===== config.mk =====
export PLATFORM = sky130hd
export DESIGN_NAME = texture_column_sequencer_flat
export DESIGN_NICKNAME = d
export VERILOG_FILES = /design/src/rtl/texture_column_sequencer_if.sv /design/src/rtl/texture_column_sequencer.sv /design/src/flat_wrapper.sv
export SDC_FILE = /design/constraint.sdc
export NUM_CORES = 1
export LEC_CHECK = 0
export CORE_UTILIZATION = 44
export CTS_CLUSTER_SIZE = 14
export DETAILED_ROUTE_END_ITERATION = 8
export PLACE_DENSITY_LB_ADDON = 0.05
export SLEW_MARGIN = 20
export SYNTH_ARGS = -nofsm -noshare
export SYNTH_HDL_FRONTEND = slang
export SYNTH_SLANG_ARGS = --single-unit

===== constraint.sdc =====
create_clock -name pixel_clk_in -period 4.1 [get_ports pixel_clk_in]
set_clock_uncertainty 0.2 [all_clocks]
set_input_delay 0.615 -clock pixel_clk_in [delete_from_list [all_inputs] [get_ports pixel_clk_in]]
set_output_delay 0.615 -clock pixel_clk_in [all_outputs]
set_load 0.05 [all_outputs]

===== src/rtl/texture_column_sequencer_if.sv =====
// texture_column_sequencer_if: descriptor, textures and frame-buffer signals of the column sequencer.
// master = sequencer side, slave = environment side (DDA FIFO, textures block, frame buffer).
interface texture_column_sequencer_if;
   logic        ray_valid_in;
   logic        ray_ready_out;
   logic [8:0]  hcount_ray_in;
   logic [7:0]  lineheight_in;
   logic [9:0]  drawstart_in;
   logic [15:0] wallX_in;
   logic [3:0]  texture_in;
   logic        tex_req_out;
   logic [15:0] tex_wallX_out;
   logic [7:0]  tex_lineheight_out;
   logic [9:0]  tex_drawstart_out;
   logic [7:0]  tex_vcount_out;
   logic [3:0]  tex_texture_out;
   logic [15:0] tex_pixel_in;
   logic        tex_valid_in;
   logic        fb_we_out;
   logic [15:0] fb_addr_out;
   logic [15:0] fb_data_out;
   logic        col_done_out;
   logic        tex_err_out;
   modport master (
      input  ray_valid_in, hcount_ray_in, lineheight_in, drawstart_in, wallX_in, texture_in,
             tex_pixel_in, tex_valid_in,
      output ray_ready_out, tex_req_out, tex_wallX_out, tex_lineheight_out, tex_drawstart_out,
             tex_vcount_out, tex_texture_out, fb_we_out, fb_addr_out, fb_data_out, col_done_out,
             tex_err_out
   );
   modport slave (
      output ray_valid_in, hcount_ray_in, lineheight_in, drawstart_in, wallX_in, texture_in,
             tex_pixel_in, tex_valid_in,
      input  ray_ready_out, tex_req_out, tex_wallX_out, tex_lineheight_out, tex_drawstart_out,
             tex_vcount_out, tex_texture_out, fb_we_out, fb_addr_out, fb_data_out, col_done_out,
             tex_err_out
   );
endinterface


===== src/rtl/texture_column_sequencer.sv =====
// texture_column_sequencer: walks rows 0..SCREEN_HEIGHT-1 of one ray column, fetching texels for
// wall rows from the textures block and writing every pixel to the frame buffer.
// Ports: pixel_clk_in (clock), rst_n_in (async active-low reset), bus (master modport):
//   ray_*      descriptor handshake from the DDA FIFO
//   tex_*      level request / latched fields to textures, texel + valid pulse back
//   fb_*       registered frame-buffer write port (addr = vcount*SCREEN_WIDTH + hcount)
//   col_done_out one-cycle pulse after the column, tex_err_out sticky timeout flag
// Option: define FLOOR_CEIL_FILL_EN to write ceiling/floor colours on non-wall rows;
// when undefined those rows are skipped (still one cycle each) and only wall rows write.
module texture_column_sequencer #(
   parameter int          SCREEN_WIDTH   = 320,
   parameter int          SCREEN_HEIGHT  = 180,
   parameter int          TIMEOUT_CYCLES = 64,
   parameter logic [15:0] CEIL_COLOR     = 16'h0000,
   parameter logic [15:0] FLOOR_COLOR    = 16'h4208,
   parameter logic [15:0] ERROR_COLOR    = 16'hF81F
) (
   input logic pixel_clk_in,
   input logic rst_n_in,
   texture_column_sequencer_if.master bus
);
   localparam int CW = $clog2(TIMEOUT_CYCLES) + 1;
   typedef enum logic [2:0] {IDLE, ROW, REQ, GAP, DONE} state_t;
   state_t      r_state;
   logic        r_ready, r_req, r_we, r_done, r_err;
   logic [8:0]  r_hcount;
   logic [7:0]  r_lineheight, r_vcount;
   logic [9:0]  r_drawstart;
   logic [15:0] r_wallx, r_addr, r_data;
   logic [3:0]  r_texture;
   logic [CW-1:0] r_cnt;
   logic [10:0] w_end_raw, w_end;
   logic        w_empty, w_wall, w_last, w_timeout;
   logic [15:0] w_addr;
   // Span end is clipped to the screen; empty spans never request so textures never divides by 0.
   assign w_end_raw = 11'(r_drawstart) + 11'(r_lineheight) - 11'd1;
   assign w_end     = (w_end_raw > 11'(SCREEN_HEIGHT - 1)) ? 11'(SCREEN_HEIGHT - 1) : w_end_raw;
   assign w_empty   = (r_lineheight == 8'd0) || (r_drawstart >= 10'(SCREEN_HEIGHT));
   assign w_wall    = !w_empty && (10'(r_vcount) >= r_drawstart) && (11'(r_vcount) <= w_end);
   assign w_last    = r_vcount == 8'(SCREEN_HEIGHT - 1);
   assign w_timeout = r_cnt == CW'(TIMEOUT_CYCLES - 1);
   assign w_addr    = 16'(r_vcount) * 16'(SCREEN_WIDTH) + 16'(r_hcount);
   always_ff @(posedge pixel_clk_in or negedge rst_n_in) begin
      if (!rst_n_in) begin
         r_state      <= IDLE;
         r_ready      <= 1'b0;
         r_req        <= 1'b0;
         r_we         <= 1'b0;
         r_done       <= 1'b0;
         r_err        <= 1'b0;
         r_hcount     <= '0;
         r_lineheight <= '0;
         r_drawstart  <= '0;
         r_wallx      <= '0;
         r_texture    <= '0;
         r_vcount     <= '0;
         r_addr       <= '0;
         r_data       <= '0;
         r_cnt        <= '0;
      end else begin
         r_we   <= 1'b0;
         r_done <= 1'b0;
         case (r_state)
            IDLE: begin
               r_ready <= 1'b1;
               if (bus.ray_valid_in && r_ready) begin
                  r_hcount     <= bus.hcount_ray_in;
                  r_lineheight <= bus.lineheight_in;
                  r_drawstart  <= bus.drawstart_in;
                  r_wallx      <= bus.wallX_in;
                  r_texture    <= bus.texture_in;
                  r_vcount     <= '0;
                  r_ready      <= 1'b0;
                  r_state      <= ROW;
               end
            end
            ROW: begin
               if (w_wall) begin
                  r_req   <= 1'b1;
                  r_cnt   <= '0;
                  r_state <= REQ;
               end else begin
`ifdef FLOOR_CEIL_FILL_EN
                  r_we   <= 1'b1;
                  r_addr <= w_addr;
                  r_data <= (10'(r_vcount) < r_drawstart) ? CEIL_COLOR : FLOOR_COLOR;
`endif
                  r_state  <= w_last ? DONE : ROW;
                  r_vcount <= w_last ? r_vcount : r_vcount + 8'd1;
               end
            end
            REQ: begin
               r_cnt <= r_cnt + CW'(1);
               if (bus.tex_valid_in || w_timeout) begin
                  r_we    <= 1'b1;
                  r_addr  <= w_addr;
                  r_data  <= bus.tex_valid_in ? bus.tex_pixel_in : ERROR_COLOR;
                  r_err   <= r_err | !bus.tex_valid_in;
                  r_req   <= 1'b0;
                  r_state <= GAP;
               end
            end
            GAP: begin
               r_state  <= w_last ? DONE : ROW;
               r_vcount <= w_last ? r_vcount : r_vcount + 8'd1;
            end
            DONE: begin
               r_done  <= 1'b1;
               r_ready <= 1'b1;
               r_state <= IDLE;
            end
            default: r_state <= IDLE;
         endcase
      end
   end
   assign bus.ray_ready_out      = r_ready;
   assign bus.tex_req_out        = r_req;
   assign bus.tex_wallX_out      = r_wallx;
   assign bus.tex_lineheight_out = r_lineheight;
   assign bus.tex_drawstart_out  = r_drawstart;
   assign bus.tex_vcount_out     = r_vcount;
   assign bus.tex_texture_out    = r_texture;
   assign bus.fb_we_out          = r_we;
   assign bus.fb_addr_out        = r_addr;
   assign bus.fb_data_out        = r_data;
   assign bus.col_done_out       = r_done;
   assign bus.tex_err_out        = r_err;
endmodule


===== src/flat_wrapper.sv =====
// flat-port wrapper written by rule: the top's interface ports become plain ports
module texture_column_sequencer_flat 
#(
   parameter int          SCREEN_WIDTH   = 320,
   parameter int          SCREEN_HEIGHT  = 180,
   parameter int          TIMEOUT_CYCLES = 64,
   parameter logic [15:0] CEIL_COLOR     = 16'h0000,
   parameter logic [15:0] FLOOR_COLOR    = 16'h4208,
   parameter logic [15:0] ERROR_COLOR    = 16'hF81F
)
  (pixel_clk_in, rst_n_in, bus_ray_valid_in, bus_hcount_ray_in, bus_lineheight_in, bus_drawstart_in, bus_wallX_in, bus_texture_in, bus_tex_pixel_in, bus_tex_valid_in, bus_ray_ready_out, bus_tex_req_out, bus_tex_wallX_out, bus_tex_lineheight_out, bus_tex_drawstart_out, bus_tex_vcount_out, bus_tex_texture_out, bus_fb_we_out, bus_fb_addr_out, bus_fb_data_out, bus_col_done_out, bus_tex_err_out);
  texture_column_sequencer_if bus_i ();
  input logic pixel_clk_in;
  input logic rst_n_in;
  input wire logic [$bits(bus_i.ray_valid_in)-1:0] bus_ray_valid_in;
  input wire logic [$bits(bus_i.hcount_ray_in)-1:0] bus_hcount_ray_in;
  input wire logic [$bits(bus_i.lineheight_in)-1:0] bus_lineheight_in;
  input wire logic [$bits(bus_i.drawstart_in)-1:0] bus_drawstart_in;
  input wire logic [$bits(bus_i.wallX_in)-1:0] bus_wallX_in;
  input wire logic [$bits(bus_i.texture_in)-1:0] bus_texture_in;
  input wire logic [$bits(bus_i.tex_pixel_in)-1:0] bus_tex_pixel_in;
  input wire logic [$bits(bus_i.tex_valid_in)-1:0] bus_tex_valid_in;
  output wire logic [$bits(bus_i.ray_ready_out)-1:0] bus_ray_ready_out;
  output wire logic [$bits(bus_i.tex_req_out)-1:0] bus_tex_req_out;
  output wire logic [$bits(bus_i.tex_wallX_out)-1:0] bus_tex_wallX_out;
  output wire logic [$bits(bus_i.tex_lineheight_out)-1:0] bus_tex_lineheight_out;
  output wire logic [$bits(bus_i.tex_drawstart_out)-1:0] bus_tex_drawstart_out;
  output wire logic [$bits(bus_i.tex_vcount_out)-1:0] bus_tex_vcount_out;
  output wire logic [$bits(bus_i.tex_texture_out)-1:0] bus_tex_texture_out;
  output wire logic [$bits(bus_i.fb_we_out)-1:0] bus_fb_we_out;
  output wire logic [$bits(bus_i.fb_addr_out)-1:0] bus_fb_addr_out;
  output wire logic [$bits(bus_i.fb_data_out)-1:0] bus_fb_data_out;
  output wire logic [$bits(bus_i.col_done_out)-1:0] bus_col_done_out;
  output wire logic [$bits(bus_i.tex_err_out)-1:0] bus_tex_err_out;
  assign bus_i.ray_valid_in = bus_ray_valid_in;
  assign bus_i.hcount_ray_in = bus_hcount_ray_in;
  assign bus_i.lineheight_in = bus_lineheight_in;
  assign bus_i.drawstart_in = bus_drawstart_in;
  assign bus_i.wallX_in = bus_wallX_in;
  assign bus_i.texture_in = bus_texture_in;
  assign bus_i.tex_pixel_in = bus_tex_pixel_in;
  assign bus_i.tex_valid_in = bus_tex_valid_in;
  assign bus_ray_ready_out = bus_i.ray_ready_out;
  assign bus_tex_req_out = bus_i.tex_req_out;
  assign bus_tex_wallX_out = bus_i.tex_wallX_out;
  assign bus_tex_lineheight_out = bus_i.tex_lineheight_out;
  assign bus_tex_drawstart_out = bus_i.tex_drawstart_out;
  assign bus_tex_vcount_out = bus_i.tex_vcount_out;
  assign bus_tex_texture_out = bus_i.tex_texture_out;
  assign bus_fb_we_out = bus_i.fb_we_out;
  assign bus_fb_addr_out = bus_i.fb_addr_out;
  assign bus_fb_data_out = bus_i.fb_data_out;
  assign bus_col_done_out = bus_i.col_done_out;
  assign bus_tex_err_out = bus_i.tex_err_out;
  texture_column_sequencer #(.SCREEN_WIDTH(SCREEN_WIDTH), .SCREEN_HEIGHT(SCREEN_HEIGHT), .TIMEOUT_CYCLES(TIMEOUT_CYCLES), .CEIL_COLOR(CEIL_COLOR), .FLOOR_COLOR(FLOOR_COLOR), .ERROR_COLOR(ERROR_COLOR)) u_core (.pixel_clk_in(pixel_clk_in), .rst_n_in(rst_n_in), .bus(bus_i));
endmodule

Word level (Yosys, flattened, before mapping)

Cells that the tools add are included.

Logic and storage cells: 75
Bits in registers: 102
Output and inout bits: 83
Input port bits: 67

Equality and inequality tests: 10
Multipliers: 1
Bitwise gates (word level): 1
$add $sub $neg: 5
Multiplexer cells: 21
Reduce and logical (&&, ||, !) cells: 18
Magnitude comparators: 4

Operator list:

| operator                | count |
|---|---|
| $mux W8                 | 3 |
| $pmux W8 S3             | 1 |
| $add A16 B9 Y16         | 1 |
| $mux W16                | 1 |
| $pmux W7 S2             | 1 |
| $mux W3                 | 4 |
| $pmux W3 S4             | 1 |
| $add A10 B8 Y11         | 1 |
| $gt A11 B8 Y1 const B   | 1 |
| $le A8 B11 Y1           | 1 |
| $mux W11                | 1 |
| $sub A11 B1 Y11 const B | 1 |
| $ge A10 B8 Y1 const B   | 1 |
| $ge A8 B10 Y1           | 1 |
| $mul A8 B3 Y10 const B  | 1 |
| $add A8 B1 Y8 const B   | 1 |
| $eq A8 B8 Y1 const B    | 1 |
| $logic_not A8 Y1        | 1 |
| $reduce_and A2 Y1       | 4 |
| $add A7 B1 Y7 const B   | 1 |
| $eq A7 B6 Y1 const B    | 1 |
| $mux W7                 | 1 |
| $eq A3 B2 Y1 const B    | 2 |
| $mux W1                 | 6 |
| 13 further kinds        | 22 |

Depth between registers and ports, before layout

Depth in word-level cells: 8
Depth in mapped cells: 21
Depth with buffers taken out: 21

Least setup slack after synthesis

Ideal clock, no wire load.

Path type: register to register
From: register u_core.r_drawstart[5] (netlist: u_core.bus.tex_drawstart_out[5])
To: register u_core.r_cnt[3]
Stages on the path, launching flop included: 18
Arrival time: 4.394 ns
Required time: 3.764 ns
Slack: -0.631 ns
Setup time: 0.136 ns
Cell sequence: dfrtp_1 > inv_1 > ha_1 > inv_1 > ha_1 > a211o_1 > a211oi_2 > o22ai_1 > a2111oi_4 > nand4_2 > or3_1 > ha_1 > a21oi_1 > a21boi_0 > o32ai_2 > nand2_1 > o21ai_1 > a31oi_1

Word-level cells in the longest chain between the ends: 8
Elaborated cells on any way between the ends: 13
Those cells by class: add/sub: 2; order compare: 4; eq/ne: 1; mux: 1; reduce/logical: 5

RTL lines:

| what                                 | line                           | text |
|---|---|---|
| start, declared                      | texture_column_sequencer.sv:28 | `logic [9:0] r_drawstart;` |
| start signal, assigned               | texture_column_sequencer.sv:69 | `r_drawstart <= bus.drawstart_in;` |
| $add A10 B8 Y11                      | texture_column_sequencer.sv:36 | `assign w_end_raw = 11'(r_drawstart) + 11'(r_lineheight) - 11'd1;` |
| $sub A11 B1 Y11                      | texture_column_sequencer.sv:36 |  |
| $gt A11 B8 Y1                        | texture_column_sequencer.sv:37 | `assign w_end = (w_end_raw > 11'(SCREEN_HEIGHT - 1)) ? 11'(SCREEN_HEIGHT - 1) : w_end_raw;` |
| $mux W11                             | texture_column_sequencer.sv:37 |  |
| $le A8 B11 Y1                        | texture_column_sequencer.sv:39 | `assign w_wall = !w_empty && (10'(r_vcount) >= r_drawstart) && (11'(r_vcount) <= w_end);` |
| $logic_and A1 B1 Y1 *                | texture_column_sequencer.sv:39 |  |
| $ne A2 B1 Y1 (no source line) *      | --                             |  |
| $reduce_and A2 Y1 (no source line) * | --                             |  |
| end signal, assigned                 | texture_column_sequencer.sv:93 | `r_cnt <= r_cnt + CW'(1);` |
| end, declared                        | texture_column_sequencer.sv:31 | `logic [CW-1:0] r_cnt;` |

Mark *: on every way between the ends. The rest lies on a longest branch, timed or not.
A chain may end at the register's enable or synchronous reset.

Worst setup path in the final report

From: register u_core.r_lineheight[1] (netlist: u_core.bus.tex_lineheight_out[1])
To: register u_core.r_vcount[6] (netlist: u_core.bus.tex_vcount_out[6])

Word-level cells in the longest chain between the ends: 8
Elaborated cells on any way between the ends: 12
Those cells by class: add/sub: 2; order compare: 2; eq/ne: 1; mux: 1; reduce/logical: 6

RTL lines:

| what                                 | line                            | text |
|---|---|---|
| start, declared                      | texture_column_sequencer.sv:27  | `logic [7:0] r_lineheight, r_vcount;` |
| start signal, assigned               | texture_column_sequencer.sv:68  | `r_lineheight <= bus.lineheight_in;` |
| $add A10 B8 Y11                      | texture_column_sequencer.sv:36  |  |
| $sub A11 B1 Y11                      | texture_column_sequencer.sv:36  |  |
| $gt A11 B8 Y1                        | texture_column_sequencer.sv:37  |  |
| $mux W11                             | texture_column_sequencer.sv:37  |  |
| $le A8 B11 Y1                        | texture_column_sequencer.sv:39  |  |
| $logic_and A1 B1 Y1 *                | texture_column_sequencer.sv:39  |  |
| $ne A2 B2 Y1 (no source line) *      | --                              |  |
| $reduce_and A3 Y1 (no source line) * | --                              |  |
| end signal, assigned                 | texture_column_sequencer.sv:89  | `r_vcount <= w_last ? r_vcount : r_vcount + 8'd1;` |
| end signal, assigned                 | texture_column_sequencer.sv:105 | `r_vcount <= w_last ? r_vcount : r_vcount + 8'd1;` |
| end, declared                        | texture_column_sequencer.sv:27  |  |

Marked as above.

==> impl_metrics.json <==
{
  "clock-sinks": 102,
  "leakagePower_nw": 3.80,
  "required_ns": 4.11,
  "area_delta_synth_final_pct": 47.2,
  "synth-seq-area-share": 0.455,
  "pin_count": 150,
  "die_area_um2": 13200,
  "synth.cell_area_um2": 5620,
  "port_buffers": 149,
  "grt_pass1_wl_um": 23800,
  "drc_errors": 0,
  "fin_hold_ws_ns": 0.0881,
  "tightestPinTransition_ns": 1.04,
  "grt_overflow": 0,
  "crit_fanout": 5,
  "setup_tns_ns": -2.24,
  "status": "finished, violations left",
  "mostFrequentLayoutCells": "nand2_1 (154), clkdlybuf4s50_1 (148), dfrtp_1 (86)",
  "utilization": 0.677,
  "async_flop_share": 1.00,
  "first_global_vias": 5009,
  "drtIter0Drc": 176,
  "power_mw": 8.35,
  "fmax_ghz": 0.232,
  "cts_root_buf": "clkbuf_16",
  "start_util": 0.460,
  "dp_worst_setup_slack_ns": -0.271,
  "grt_antenna_before_repair": 0,
  "dp_cells": 950,
  "crit_type": "flop to flop",
  "synth_cell_type_count": 55,
  "nets": 926,
  "grt_setup_unrepaired": "yes",
  "synth_nets": 732,
  "finalHoldViolCount": 0,
  "yosys.area.top_type": "dfrtp_1",
  "cpMostUsedCell": "ha_4",
  "clk_pin_slew_ns": 0.08,
  "path_cells": "inv_2 -> ha_4 -> inv_4 -> ha_4 -> inv_2 -> fa_2 -> nor2b_1 -> o21a_1 -> o31a_1 -> mux2i_1 -> nand4_2 -> or3_4 -> ha_4 -> nand4_1 -> a21oi_2 -> o32ai_4 -> buf_4 -> a2111oi_4 -> xnor2_1 -> nor2_1",
  "cp.arrival_ns": 4.32,
  "synth_area_leaders": "dfrtp_1 (45%), ha_1 (12%), nand2_1 (10%)",
  "globalplace.congestion": 0.859,
  "r2r_slack_ns": -0.21,
  "cts_buffer_depth": 2,
  "violations": "negative setup slack",
  "antenna_cells": 0,
  "cpMaxStageDelayCell": "or3_4",
  "hold_path_class": "input pin to asynchronous set/reset pin",
  "max_stage_delay_ns": 0.42,
  "synth_top_area_frac": 0.455,
  "finalWirelength_um": 14300,
  "design.core.area_um2": 12200,
  "crit_buf_inv": 4,
  "peakVddDrop_uv": 670,
  "drt-pass1-iter-count": 4,
  "fin_ws_ns": -0.210,
  "dp_hpwl_um": 10400,
  "avgViaCountPerCell": 5.02,
  "cellPowerDensity_nw_per_um2": 1010,
  "synth_cells": 610,
  "clk_latency_ns": 0.35,
  "finalCritPeriodShare": 1.05,
  "finalMaxSlewViolations": 0,
  "fin_crit_ns": 4.31,
  "postSynthAreaPerCell_um2": 9.21,
  "placed_area_um2": 7660,
  "synth_ff_type": "dfrtp_1",
  "h-tree-depth": 3,
  "layout.cells.non_filler": 977,
  "drive_gt1_frac": 0.174,
  "cts_tree": "yes",
  "ys_seq_elements": 102,
  "critPathLaunchType": "flop",
  "die_y_um": 115,
  "relSlewSlack": 0.308,
  "vias": 4903,
  "grt.total_usage": 0.231,
  "wl_per_cell_um": 14.7,
  "rows": 40,
  "grt_max_degree": 82,
  "design_area_um2": 8270,
  "endpoint_kind": "flop",
  "crit_family": "compound AO/OA/AOI/OAI gates",
  "synth_edf_count": 0,
  "final_antenna_net_count": 0,
  "ys_warn_count": 0,
  "numCtsBuffers": 9,
  "ctsHoldBuffers": 0,
  "mostFrequentLayoutCell": "nand2_1",
  "die-width_um": 115,
  "setup_viol": 18,
  "cap_violations": 0
}
area by class of cell:
cell class	count	area, µm²
clock buffer	9	225
inverter	47	179
sequential	102	2570
clock inverter	7	115
fill	1035	3940
tap	168	210
multi-input combinational	440	3060
timing repair buffer	204	1910
where the power goes:
| group | internal [mW] | switching [mW] | total (mW) |
|---|---|---|---|
| Combinational | 2.48 | 3.22 | 5.70 |
| Clock | 0.551 | 0.418 | 0.969 |
| Sequential | 1.38 | 0.300 | 1.68 |
| Total | 4.41 | 3.94 | 8.35 |
state kept, by name, indices dropped and copies added (netlist names), 3 cells and up:
name                           cells
u_core.bus.tex_wallX_out          16
u_core.bus.tex_lineheight_out      8
u_core.bus.fb_addr_out            16
u_core.r_state                     3
u_core.bus.fb_data_out            16
u_core.r_cnt                       7
u_core.r_hcount                    9
u_core.bus.tex_texture_out         4
u_core.bus.tex_vcount_out          8
u_core.bus.tex_drawstart_out      10
final timing paths:
kind | startpoint | end | cells after the start
setup / recovery | u_core.bus.tex_lineheight_out[1] | u_core.bus.tex_vcount_out[6] | 20
hold / removal | rst_n_in | u_core.bus.fb_data_out[1] | 1
setup reg to reg | u_core.bus.tex_lineheight_out[1] | u_core.bus.tex_vcount_out[6] | 20
hold reg to reg | u_core.r_hcount[3] | u_core.bus.fb_addr_out[3] | 2
max in group asynchronous | rst_n_in | u_core.bus.tex_lineheight_out[6] | 2
min in group pixel_clk_in | u_core.r_hcount[3] | u_core.bus.fb_addr_out[3] | 2
Yosys cell counts, types with 4 or more instances:
master / n
a211oi_1: 6
a21o_1: 7
a21oi_1: 16
a22o_1: 6
a31oi_1: 4
and3_1: 6
clkbuf_1: 16
dfrtp_1: 102
ha_1: 52
inv_1: 45
mux2i_1: 7
nand2_1: 156
nand3_1: 10
nand4_1: 5
nor2_1: 28
nor2b_1: 7
nor3_1: 5
nor3b_1: 4
o211ai_1: 5
o21a_1: 5
o21ai_0: 21
o21ai_1: 22
o21bai_1: 4
o22a_1: 10
or3_1: 4
xnor2_1: 13
xor2_1: 5
routing by layer:
| layer | global-route usage | vias up | routed length [µm] |
|---|---|---|---|
| li1 | - | 2459 | - |
| met1 | 0.277 | 2305 | 6210 |
| met2 | 0.408 | 114 | 7140 |
| met3 | 0.0485 | 25 | 675 |
| met4 | 0.0857 | 0 | 300 |
| met5 | 0 | - | 0 |
cells by family (layout without fill, tap and decap cells):
kind of cell,Yosys count,in the layout,share of synthesized area
buffers and inverters,68,267,0.0472
XOR/XNOR,18,18,0.0281
multiplexers,7,7,0.0125
AND/OR/NAND/NOR,236,236,0.180
AO/OA/AOI/OAI,124,124,0.151
flip-flops,102,102,0.455
adder cells (fa/ha/maj),55,55,0.127
timing repair:
item                                    in CTS  in global routing
endpoints found under the setup margin      19                 19
pin swaps                                    7                  3
cloned                                       0                  0
setup buffers                                5                  6
gates resized for setup                     15                 16
No activity file was read; power rests on OpenSTA's default activity.
